--- src/rtl/peak_tracker_16b_if.sv ---
// Sample/result handshake bundle for peak_tracker_16b, including the operand
// and result wires of the neighbouring comparator_16b.
interface peak_tracker_16b_if;
    logic        clr;
    logic        in_valid;
    logic        in_ready;
    logic [15:0] in_data;
    logic [15:0] cmp_a;
    logic [15:0] cmp_b;
    logic        cmp_gt;
    logic        cmp_eq;
    logic        cmp_lt;
    logic        out_valid;
    logic        out_ready;
    logic [15:0] out_max;
    logic [15:0] out_min;
    logic [7:0]  out_max_cnt;

    modport slave (
        input  clr, in_valid, in_data, cmp_gt, cmp_eq, cmp_lt, out_ready,
        output in_ready, cmp_a, cmp_b, out_valid, out_max, out_min, out_max_cnt
    );

    modport master (
        output clr, in_valid, in_data, cmp_gt, cmp_eq, cmp_lt, out_ready,
        input  in_ready, cmp_a, cmp_b, out_valid, out_max, out_min, out_max_cnt
    );
endinterface

--- src/rtl/peak_tracker_16b.sv ---
// Windowed max/min/max-count tracker; borrows an external comparator_16b for
// the max check and then the min check of every sample after the first.
//
// state   | meaning
// ACCEPT  | waiting for a sample (in_ready high)
// CMP_MAX | comparator sees samp vs max_r
// CMP_MIN | comparator sees samp vs min_r
// DONE    | window result presented until out_ready
module peak_tracker_16b #(
    parameter int unsigned WINDOW = 8
) (
    input  logic             clk,
    input  logic             rst_n,
    peak_tracker_16b_if.slave pt
);
    typedef enum logic [1:0] {ACCEPT, CMP_MAX, CMP_MIN, DONE} state_t;

    localparam logic [7:0] WIN = 8'(WINDOW);

    state_t      state_q, state_d;
    logic [15:0] samp_q, samp_d;
    logic [15:0] max_q, max_d;
    logic [15:0] min_q, min_d;
    logic [7:0]  max_cnt_q, max_cnt_d;
    logic [7:0]  cnt_q, cnt_d;
    logic [2:0]  cmp_res;

    assign cmp_res = {pt.cmp_gt, pt.cmp_eq, pt.cmp_lt};

    always_comb begin
        state_d   = state_q;
        samp_d    = samp_q;
        max_d     = max_q;
        min_d     = min_q;
        max_cnt_d = max_cnt_q;
        cnt_d     = cnt_q;
        if (pt.clr) begin
            // Everything else is left untouched; cnt == 0 forces a fresh window.
            cnt_d   = 8'd0;
            state_d = ACCEPT;
        end else begin
            case (state_q)
                ACCEPT: begin
                    if (pt.in_valid) begin
                        samp_d = pt.in_data;
                        if (cnt_q == 8'd0) begin
                            max_d     = pt.in_data;
                            min_d     = pt.in_data;
                            max_cnt_d = 8'd1;
                            cnt_d     = 8'd1;
                            state_d   = (WIN == 8'd1) ? DONE : ACCEPT;
                        end else begin
                            cnt_d   = cnt_q + 8'd1;
                            state_d = CMP_MAX;
                        end
                    end
                end
                CMP_MAX: begin
                    case (cmp_res)
                        3'b100: begin
                            max_d     = samp_q;
                            max_cnt_d = 8'd1;
                        end
                        3'b010: begin
                            if (max_cnt_q != 8'hFF) max_cnt_d = max_cnt_q + 8'd1;
                        end
                        default: ;
                    endcase
                    state_d = CMP_MIN;
                end
                CMP_MIN: begin
                    if (cmp_res == 3'b001) min_d = samp_q;
                    state_d = (cnt_q == WIN) ? DONE : ACCEPT;
                end
                DONE: begin
                    if (pt.out_ready) begin
                        cnt_d   = 8'd0;
                        state_d = ACCEPT;
                    end
                end
                default: state_d = ACCEPT;
            endcase
        end
    end

    always_ff @(posedge clk or negedge rst_n) begin
        if (!rst_n) begin
            state_q   <= ACCEPT;
            samp_q    <= 16'd0;
            max_q     <= 16'd0;
            min_q     <= 16'd0;
            max_cnt_q <= 8'd0;
            cnt_q     <= 8'd0;
        end else begin
            state_q   <= state_d;
            samp_q    <= samp_d;
            max_q     <= max_d;
            min_q     <= min_d;
            max_cnt_q <= max_cnt_d;
            cnt_q     <= cnt_d;
        end
    end

    assign pt.in_ready    = (state_q == ACCEPT);
    assign pt.out_valid   = (state_q == DONE);
    assign pt.cmp_a       = samp_q;
    assign pt.cmp_b       = (state_q == CMP_MIN) ? min_q : max_q;
    assign pt.out_max     = max_q;
    assign pt.out_min     = min_q;
    assign pt.out_max_cnt = max_cnt_q;
endmodule
--- src/flat_wrapper.sv ---
// flat-port wrapper written by rule: the top's interface ports become plain ports
module peak_tracker_16b_flat 
#(
    parameter int unsigned WINDOW = 8
)
  (clk, rst_n, pt_clr, pt_in_valid, pt_in_data, pt_cmp_gt, pt_cmp_eq, pt_cmp_lt, pt_out_ready, pt_in_ready, pt_cmp_a, pt_cmp_b, pt_out_valid, pt_out_max, pt_out_min, pt_out_max_cnt);
  peak_tracker_16b_if pt_i ();
  input  logic clk;
  input  logic rst_n;
  input wire logic [$bits(pt_i.clr)-1:0] pt_clr;
  input wire logic [$bits(pt_i.in_valid)-1:0] pt_in_valid;
  input wire logic [$bits(pt_i.in_data)-1:0] pt_in_data;
  input wire logic [$bits(pt_i.cmp_gt)-1:0] pt_cmp_gt;
  input wire logic [$bits(pt_i.cmp_eq)-1:0] pt_cmp_eq;
  input wire logic [$bits(pt_i.cmp_lt)-1:0] pt_cmp_lt;
  input wire logic [$bits(pt_i.out_ready)-1:0] pt_out_ready;
  output wire logic [$bits(pt_i.in_ready)-1:0] pt_in_ready;
  output wire logic [$bits(pt_i.cmp_a)-1:0] pt_cmp_a;
  output wire logic [$bits(pt_i.cmp_b)-1:0] pt_cmp_b;
  output wire logic [$bits(pt_i.out_valid)-1:0] pt_out_valid;
  output wire logic [$bits(pt_i.out_max)-1:0] pt_out_max;
  output wire logic [$bits(pt_i.out_min)-1:0] pt_out_min;
  output wire logic [$bits(pt_i.out_max_cnt)-1:0] pt_out_max_cnt;
  assign pt_i.clr = pt_clr;
  assign pt_i.in_valid = pt_in_valid;
  assign pt_i.in_data = pt_in_data;
  assign pt_i.cmp_gt = pt_cmp_gt;
  assign pt_i.cmp_eq = pt_cmp_eq;
  assign pt_i.cmp_lt = pt_cmp_lt;
  assign pt_i.out_ready = pt_out_ready;
  assign pt_in_ready = pt_i.in_ready;
  assign pt_cmp_a = pt_i.cmp_a;
  assign pt_cmp_b = pt_i.cmp_b;
  assign pt_out_valid = pt_i.out_valid;
  assign pt_out_max = pt_i.out_max;
  assign pt_out_min = pt_i.out_min;
  assign pt_out_max_cnt = pt_i.out_max_cnt;
  peak_tracker_16b #(.WINDOW(WINDOW)) u_core (.clk(clk), .rst_n(rst_n), .pt(pt_i));
endmodule
--- config.mk ---
export PLATFORM = sky130hd
export DESIGN_NAME = peak_tracker_16b_flat
export DESIGN_NICKNAME = d
export VERILOG_FILES = /design/src/rtl/peak_tracker_16b_if.sv /design/src/rtl/peak_tracker_16b.sv /design/src/flat_wrapper.sv
export SDC_FILE = /design/constraint.sdc
export NUM_CORES = 1
export LEC_CHECK = 0
export CORE_MARGIN = 2
export CORE_UTILIZATION = 52
export DETAILED_ROUTE_END_ITERATION = 10
export PLACE_DENSITY = 0.85
export SLEW_MARGIN = 40
export SYNTH_ARGS = -nofsm -noshare
export SYNTH_HDL_FRONTEND = slang
export SYNTH_SLANG_ARGS = --single-unit
--- constraint.sdc ---
create_clock -name clk -period 6.95 [get_ports clk]
set_input_delay 1.0425 -clock clk [delete_from_list [all_inputs] [get_ports clk]]
set_output_delay 1.0425 -clock clk [all_outputs]
set_load 0.005 [all_outputs]
==> Word level (Yosys, flattened, before mapping) <==
Index checks and enable logic that the tools add are counted.
{ "totals": {"inputBits": 24, "regBits": 66, "output_inout_bits": 74, "elab_cells": 59} }
{ "classes": {"bitwise_logic": 1, "n_eq_ne": 16, "mux": 23, "n_reduce_logical": 11, "add_sub_neg": 2} }
{ "ops": {"columns": ["operator", "n"], "rows": [
  ["$mux W16", 5],
  ["$pmux W16 S2", 2],
  ["$mux W8", 7],
  ["$pmux W8 S2", 3],
  ["$add A8 B1 Y8 const B", 2],
  ["$reduce_and A5 Y1", 2],
  ["$eq A8 B4 Y1 const B", 1],
  ["$logic_not A8 Y1", 1],
  ["$mux W2", 4],
  ["$ne A8 B8 Y1 const B", 1],
  ["$pmux W2 S4", 1],
  ["$ne A3 B2 Y1 const B", 2],
  ["$ne A3 B3 Y1 const B", 2],
  ["$reduce_and A3 Y1", 2],
  ["$reduce_and A6 Y1", 1],
  ["$eq A2 B2 Y1 const B", 2],
  ["$ne A2 B1 Y1 const B", 2],
  ["$ne A2 B2 Y1 const B", 2],
  ["$reduce_bool A2 Y1", 2],
  ["$eq A3 B1 Y1 const B", 1],
  ["$eq A3 B2 Y1 const B", 1],
  ["$eq A3 B3 Y1 const B", 1],
  ["$reduce_bool A3 Y1", 1],
  ["$eq A2 B1 Y1 const B", 1],
  ["4 further kinds", 4]
]} }

==> Longest topological paths before layout <==
Gate-level depths: netlist (run 1).
{ "depth": {"depth_word": 5, "mapped_depth": 7, "mapped_depth_nobuf": 6} }

==> Least setup slack after synthesis (run 1) <==
OpenSTA, ideal clock, no wires.
{ "synth_timing": {"path_kind": "reg2out", "startpoint": "register u_core.state_q[1]", "endpoint": "output pt_cmp_b[10]", "arrival_ps": 1952, "setup_slack_ps": 3956, "required_ps": 5907, "n_path_buf": 3, "stages_incl_launch_ff": 7, "cell_sequence": "dfrtp_1 > buf_2 > inv_1 > nor2_1 > clkbuf_1 > buf_1 > mux2_2"} }
{ "synth_via": {"elab_chain_len": 2} }
{ "synth_rtl": {"columns": ["item", "line", "text"], "rows": [
  ["start: declaration", "peak_tracker_16b.sv:20", "state_t state_q, state_d;"],
  ["start signal: assignment", "peak_tracker_16b.sv:95", "state_q <= state_d;"],
  ["$eq A2 B2 Y1", "peak_tracker_16b.sv:107", "assign pt.cmp_b = (state_q == CMP_MIN) ? min_q : max_q;"],
  ["$mux W16", "peak_tracker_16b.sv:107", null],
  ["end: declaration", "flat_wrapper.sv:19", "output wire logic [$bits(pt_i.cmp_b)-1:0] pt_cmp_b;"]
]} }
Every way passes these cells.

==> Final worst setup path (run 1) <==
{ "layout_timing": {"startpoint": "register u_core.state_q[1]", "endpoint": "output pt_cmp_b[13]"} }
The elaborated chain is that of the path after synthesis.

==> flow_metrics.py, run 1 <==
metrics = {
    "timing": {
        "timing.final.crit_share_pct": 51.6,
        "hold_viol": 0,
        "worst_pin_slew_ps": 710,
        "min_period_ps": 3590,
        "rsz0062_at_grt": "false",
        "slew_headroom_pct": 52.2,
        "setup_ws_ps": 3360,
        "max_freq_mhz": 279,
        "setup_violations": 0,
        "finalMaxSlewViolations": 0,
        "worst_clock_skew_ps": 7.14,
        "tns_ps": 0,
    },
    "die": {
        "io_pins": 98,
        "die_x_um": 86.7,
        "row_count": 30,
        "die_y_um": 86.7,
        "dieArea_sq_mm": 0.00751,
        "start_util_pct": 52.9,
        "coreArea_sq_mm": 0.00672,
    },
    "setup_path": {
        "critPathLaunchType": "flip-flop",
        "cp.required_ps": 5910,
        "crit_type": "flip-flop to output port",
        "reg2reg_slack_ps": 4280,
        "worstSetupEndpointType": "output port",
        "path_max_fanout": 20,
        "cp_data_arrival_time_ps": 2540,
        "crit_path_top_delay_cell": "dfrtp_1",
        "cp_cell_sequence": "inv_1 -> nor2_4 -> buf_8 -> mux2_2 -> clkdlybuf4s50_1",
        "max_stage_delay_ps": 570,
    },
    "route": {
        "ant_nets": 0,
        "drtIter0Drc": 157,
        "wl_per_cell_um": 18.2,
        "vias_per_cell": 5.89,
        "via_count": 2714,
        "wl_um": 8380,
        "first_pass_iters": 4,
        "drcViolationCount": 0,
    },
    "hold_path": {
        "hold_path.class": "flip-flop to flip-flop",
    },
    "clock_network": {
        "post-cts-setup-buffers": 0,
        "cts_hold_buf": 0,
        "cts_resized": 0,
        "path_clk_slew_ps": 70,
        "cts_root_buf": "clkbuf_8",
        "cts_buffer_depth": 2,
        "cts_buffers": 9,
        "clk-insertion-delay-late_ps": 330,
        "cts_tree": "built",
        "clkSinkCount": 66,
        "h-tree-depth": 3,
    },
    "placed_design": {
        "port_buffers": 97,
        "gp_congestion": 0.842,
        "hpwlAfterDp_um": 5870,
        "preCtsSetupSlack_ps": 3450,
        "dp_cells": 447,
    },
    "finish": {
        "fin_cells": 461,
        "drive_gt1_share_pct": 34.1,
        "syn_to_final_growth_pct": 36.0,
        "regArea_sq_mm": 0.00165,
        "final_nets": 405,
        "multiInputGateArea_sq_mm": 0.00185,
        "fill_cells": 482,
        "antenna_cells": 0,
    },
    "synth": {
        "synth.avg_cell_area_sq_um": 12.6,
        "synth_cell_types": 46,
        "synth_nets": 308,
        "syn_area_sq_mm": 0.00355,
        "seq_area_frac_synth_pct": 46.5,
        "synth_seq_cells": 66,
        "synthCells": 281,
        "yosys-top-cells-area": "dfrtp_1 46%, mux2_2 27%, mux2_4 4.2%",
        "ys_warn_count": 0,
        "synth_top_area_share_pct": 46.5,
        "yosysTopAreaCell": "dfrtp_1",
    },
    "global_routing": {
        "grt_overflow_total": 0,
        "antenna_found_initial": 0,
        "grt_use_total_pct": 23.4,
        "grt_pass1_wl_um": 13700,
        "grt_pass1_vias": 2740,
        "grt_max_degree": 67,
    },
    "pwr": {
        "leakagePower_nw": 1.93,
        "p_per_area_mw_per_mm2": 322,
        "peakVddDrop_uv": 201,
    },
    "outcome": {
        "outcome": "complete, no violations",
    },
    "job": {
        "drv_cap": 0,
    },
}
==> registers in the layout (all words and copies together) (netlist names) <==
name / cells
u_core.state_q: 2
u_core.pt.out_min: 16
u_core.pt.cmp_a: 16
u_core.pt.out_max: 16
u_core.pt.out_max_cnt: 8
u_core.cnt_q: 8
==> where the power goes <==
part	switching, W	total [W]	internal, W
Sequential	0.000101	0.000595	0.000494
Combinational	0.000183	0.000612	0.000430
Clock	0.000138	0.000346	0.000208
==> cell usage after synthesis (all sizes together) <==
| cell | instances |
|---|---|
| o21ba | 1 |
| and4 | 2 |
| buf | 5 |
| nand4 | 2 |
| nor2 | 9 |
| or3 | 2 |
| a31o | 1 |
| or2 | 1 |
| mux2i | 1 |
| nor3 | 7 |
| ha | 3 |
| nor4bb | 1 |
| a21oi | 5 |
| mux2 | 96 |
| nand2 | 6 |
| o22a | 1 |
| dfrtp | 66 |
| or3b | 1 |
| o21ai | 5 |
| a221o | 3 |
| clkbuf | 10 |
| o31ai | 6 |
| a32oi | 1 |
| nand3 | 6 |
| nor4b | 2 |
| or4 | 3 |
| a31oi | 6 |
| nor3b | 4 |
| xor2 | 4 |
| nor4 | 3 |
| o41a | 1 |
| a22o | 1 |
| o32ai | 1 |
| nor2b | 2 |
| inv | 5 |
| o311ai | 1 |
| nand2b | 1 |
| and3 | 5 |
| or4b | 1 |
==> cell type report <==
class / instances / area share (%)
Clock buffer: 11 / 2.93
Multi-Input combinational cell: 195 / 38.2
Inverter: 5 / 0.389
Clock inverter: 3 / 1.35
Tap cell: 80 / 2.07
Timing Repair Buffer: 101 / 20.8
Sequential cell: 66 / 34.2
==> worst max-delay path: cells and delay by family (launching register included) <==
kind | cells | cell delay, ps
buf+inv | 3 | 870
flops | 1 | 570
mux | 1 | 360
simple gates | 1 | 400
==> through the flow <==
step | util [%] | hold slack [ps] | area [sq um] | power (W)
floorplan | - | 522 | 3550 | 0.000824
global placement | 68.3 | 519 | 4590 | 0.00119
detailed placement | 68.7 | 519 | 4620 | 0.00122
CTS | 71.8 | 541 | 4820 | 0.00157
global route | 71.9 | 554 | 4830 | 0.00163
finish | 71.9 | 536 | 4830 | 0.00155
==> placed cells by master (no fill, tap or decap), types with 2 or more instances in the layout <==
cell type	count
nand2_1	6
clkdlybuf4s50_1	96
or3_1	2
nand3_1	6
o21ai_0	5
mux2_2	86
nor3b_1	4
mux2_4	10
buf_4	2
nor2_1	8
inv_1	5
a221o_1	3
clkbuf_8	10
or4_2	2
xor2_1	4
and3_1	5
a31oi_1	6
dfrtp_1	66
o31ai_1	6
ha_1	3
nand4_1	2
a21oi_1	4
nor4_1	2
bufinv_16	2
nor3_1	6
==> layer usage <==
metal  global-route usage (%)  wire (um)  part of all wire (%)  vias to the layer above
li1                         -          -                     -                     1247
met1                     29.9       3620                    43                     1368
met2                     39.0       4180                    50                       83
met3                     4.19        401                   4.8                       16
met4                     10.4        172                   2.1                        0
met5                        0          0                     0                        -
==> kinds of logic (layout without fill, tap and decap cells) <==
group / count (synthesis) / in the layout / synth area share, %
mux: 97 / 97 / 31.8
xor+xnor: 4 / 4 / 0.986
buf+inv: 20 / 120 / 2.61
flops: 66 / 66 / 46.5
simple gates: 58 / 58 / 10.1
fa+ha+maj: 3 / 3 / 1.06
compound gates: 33 / 33 / 6.97
==> path summary, 6_finish.rpt <==
| path | to | startpoint | cells past startpoint |
|---|---|---|---|
| worst min-delay path | u_core.pt.out_max[9] | u_core.pt.out_max[9] | 1 |
| worst max register to register | u_core.pt.out_min[3] | u_core.cnt_q[1] | 7 |
| max in group asynchronous | u_core.pt.out_max[8] | rst_n | 2 |
| worst min register to register | u_core.pt.out_max[9] | u_core.pt.out_max[9] | 1 |
| min in group asynchronous | u_core.cnt_q[1] | rst_n | 2 |
| worst max-delay path | pt_cmp_b[13] | u_core.state_q[1] | 5 |
Power figures use the tool's default switching activity.
==> inputs of run 2 (changes only) <==
- CORE_UTILIZATION: 52 -> 44
- PLACE_DENSITY: 0.85 -> 0.76
- clock period: 6.95 -> 3.15 ns (I/O delays scaled with it)
==> run 2 against run 1 <==
Combinational power up 120%. Via count rose by 1.5%. Power up 120%. Count of clock-buffer cells in the layout stayed put. Clock power grew 130%. Critical path depth unchanged. Clock skew grew 3.6 ps. Design area rose by 2.3%. Register-to-register slack lost 3800 ps. Global-route usage is 2.7 points lower. Sequential power up 120%. Final cell count is 6.5% higher. Critical path type unchanged. Largest cell class unchanged. Largest power group unchanged.
==> flow_metrics.py, run 2 (synthesis results as in run 1) <==
metrics = {
    "clock_network": {
        "cts_buffers": 9,
        "cts_tree": "built",
        "cts_root_buf": "clkbuf_8",
        "path_clk_slew_ps": 70,
        "h-tree-depth": 3,
        "clk-insertion-delay-late_ps": 340,
        "cts_buffer_depth": 2,
        "clkSinkCount": 66,
    },
    "setup_path": {
        "path_delay_family": "buffers and inverters",
        "crit_type": "flip-flop to output port",
        "path_max_fanout": 34,
        "path_depth": 5,
        "cp.required_ps": 2680,
        "crit_path_top_delay_cell": "dfrtp_1",
        "critPathLaunchType": "flip-flop",
        "cp_cell_sequence": "inv_1 -> nor2_4 -> buf_12 -> mux2_2 -> clkdlybuf4s50_1",
        "cp_data_arrival_time_ps": 2240,
        "worstSetupEndpointType": "output port",
        "path_buf_inv": 3,
        "max_stage_delay_ps": 540,
        "rr_worst_depth": 7,
    },
    "pwr": {
        "leakagePower_nw": 1.97,
        "p_total_w": 0.00348,
        "p_per_area_mw_per_mm2": 704,
        "peakVddDrop_uv": 429,
    },
    "global_routing": {
        "grt_overflow_total": 0,
        "use_met1_pct": 27.2,
        "grt_use_total_pct": 20.7,
        "grt_max_degree": 35,
        "grt_use_met2_pct": 30.9,
        "grt.busiest_layer": "met2",
        "grt_pass1_vias": 2865,
        "antenna_found_initial": 0,
        "grt_pass1_wl_um": 14100,
        "met3_usage_pct": 8.83,
    },
    "finish": {
        "antenna_cells": 0,
        "fill_cells": 601,
        "layout_commonest_cell": "clkdlybuf4s50_1",
        "syn_to_final_growth_pct": 39.0,
        "mostFrequentLayoutCells": "96 x clkdlybuf4s50_1, 86 x mux2_2, 66 x dfrtp_1",
        "drive_gt1_share_pct": 35.2,
        "fin_cells": 491,
        "final_nets": 412,
    },
    "route": {
        "drtIter0Drc": 134,
        "first_pass_iters": 4,
        "wl_um": 8650,
        "vias_per_cell": 5.61,
        "via_count": 2754,
        "wl_per_cell_um": 17.6,
        "ant_nets": 0,
        "drcViolationCount": 0,
    },
    "placed_design": {
        "hpwlAfterDp_um": 5810,
        "dp_cells": 474,
        "gp_congestion": 0.817,
        "preCtsSetupSlack_ps": 454,
        "port_buffers": 97,
    },
    "hold_path": {
        "hold_path.class": "input port to async pin",
    },
    "timing": {
        "worst_pin_slew_ps": 729,
        "min_period_ps": 2720,
        "hold_viol": 0,
        "worst_clock_skew_ps": 10.7,
        "rsz0062_at_grt": "false",
        "finalMaxSlewViolations": 0,
        "tns_ps": 0,
        "timing.final.crit_share_pct": 86.3,
        "max_freq_mhz": 368,
        "setup_ws_ps": 433,
        "setup_violations": 0,
        "slew_headroom_pct": 51.0,
    },
    "die": {
        "io_pins": 98,
        "start_util_pct": 45.7,
        "dieArea_sq_mm": 0.00881,
        "die_y_um": 93.9,
        "die_x_um": 93.9,
        "coreArea_sq_mm": 0.00777,
        "row_count": 32,
    },
    "job": {
        "drv_cap": 0,
    },
    "outcome": {
        "outcome": "complete, no violations",
    },
}
run 2: worst paths after layout:
check	startpoint	end	slack (ps)
setup reg to reg	u_core.cnt_q[1]	u_core.pt.out_min[0]	480
max in group asynchronous	rst_n	u_core.pt.out_max_cnt[6]	1920
setup / recovery	u_core.state_q[1]	pt_cmp_b[5]	430
hold / removal	rst_n	u_core.pt.out_min[11]	510
hold reg to reg	u_core.pt.out_min[15]	u_core.pt.out_min[15]	530
min in group clk	u_core.pt.out_min[15]	u_core.pt.out_min[15]	530
run 2: cell type report:
| type | instances | area, sq um | area share (%) |
|---|---|---|---|
| clock buffer | 11 | 151 | 3.06 |
| clock inverter | 4 | 75.1 | 1.52 |
| inverter | 5 | 18.8 | 0.380 |
| multi-input combinational | 195 | 1840 | 37.2 |
| sequential | 66 | 1650 | 33.4 |
| tap | 102 | 128 | 2.58 |
| timing repair buffer | 108 | 1080 | 21.8 |
run 2: metrics by stage:
stage | hold WS, ps | utilization, % | area (sq um)
3_5_place_dp | 515 | 60.3 | 4680
6_report | 511 | 63.6 | 4940
5_1_grt | 506 | 63.6 | 4940
3_3_place_gp | 507 | 60.1 | 4670
2_1_floorplan | 177 | - | 3550
4_1_cts | 200 | 63.2 | 4910
run 2: what timing repair did:
action	in CTS	in global routing
endpoints found under the hold margin	0	7
gates resized for setup	0	0
hold buffers	0	1
buffers inserted	0	0
run 2: where the power goes:
group | leakage [nW] | internal (W) | total [W] | switching, W
clock | 0.108 | 0.000484 | 0.000808 | 0.000323
sequential | 0.809 | 0.00109 | 0.00131 | 0.000219
combinational | 1.06 | 0.000956 | 0.00136 | 0.000408
run 2: worst reg2reg max path, stage by stage (launching register included):
cell and delay [ps]:
dfrtp_1 430, inv_1 120, ha_1 140, or4b_4 480
o41a_4 410, nor4_4 230, buf_4 350, mux2_2 390
run 2: routing by layer:
metal / share of wire [%] / vias to the layer above
met4: 1.9 / 0
met3: 9.4 / 14
li1: - / 1261
met5: 0 / -
met2: 46 / 119
met1: 43 / 1360
==> inputs of run 3 (changes only) <==
- HOLD_SLACK_MARGIN: unset -> 0.15
==> results of run 3 <==
Final layout, timing and power as in run 2 (identical DEF).
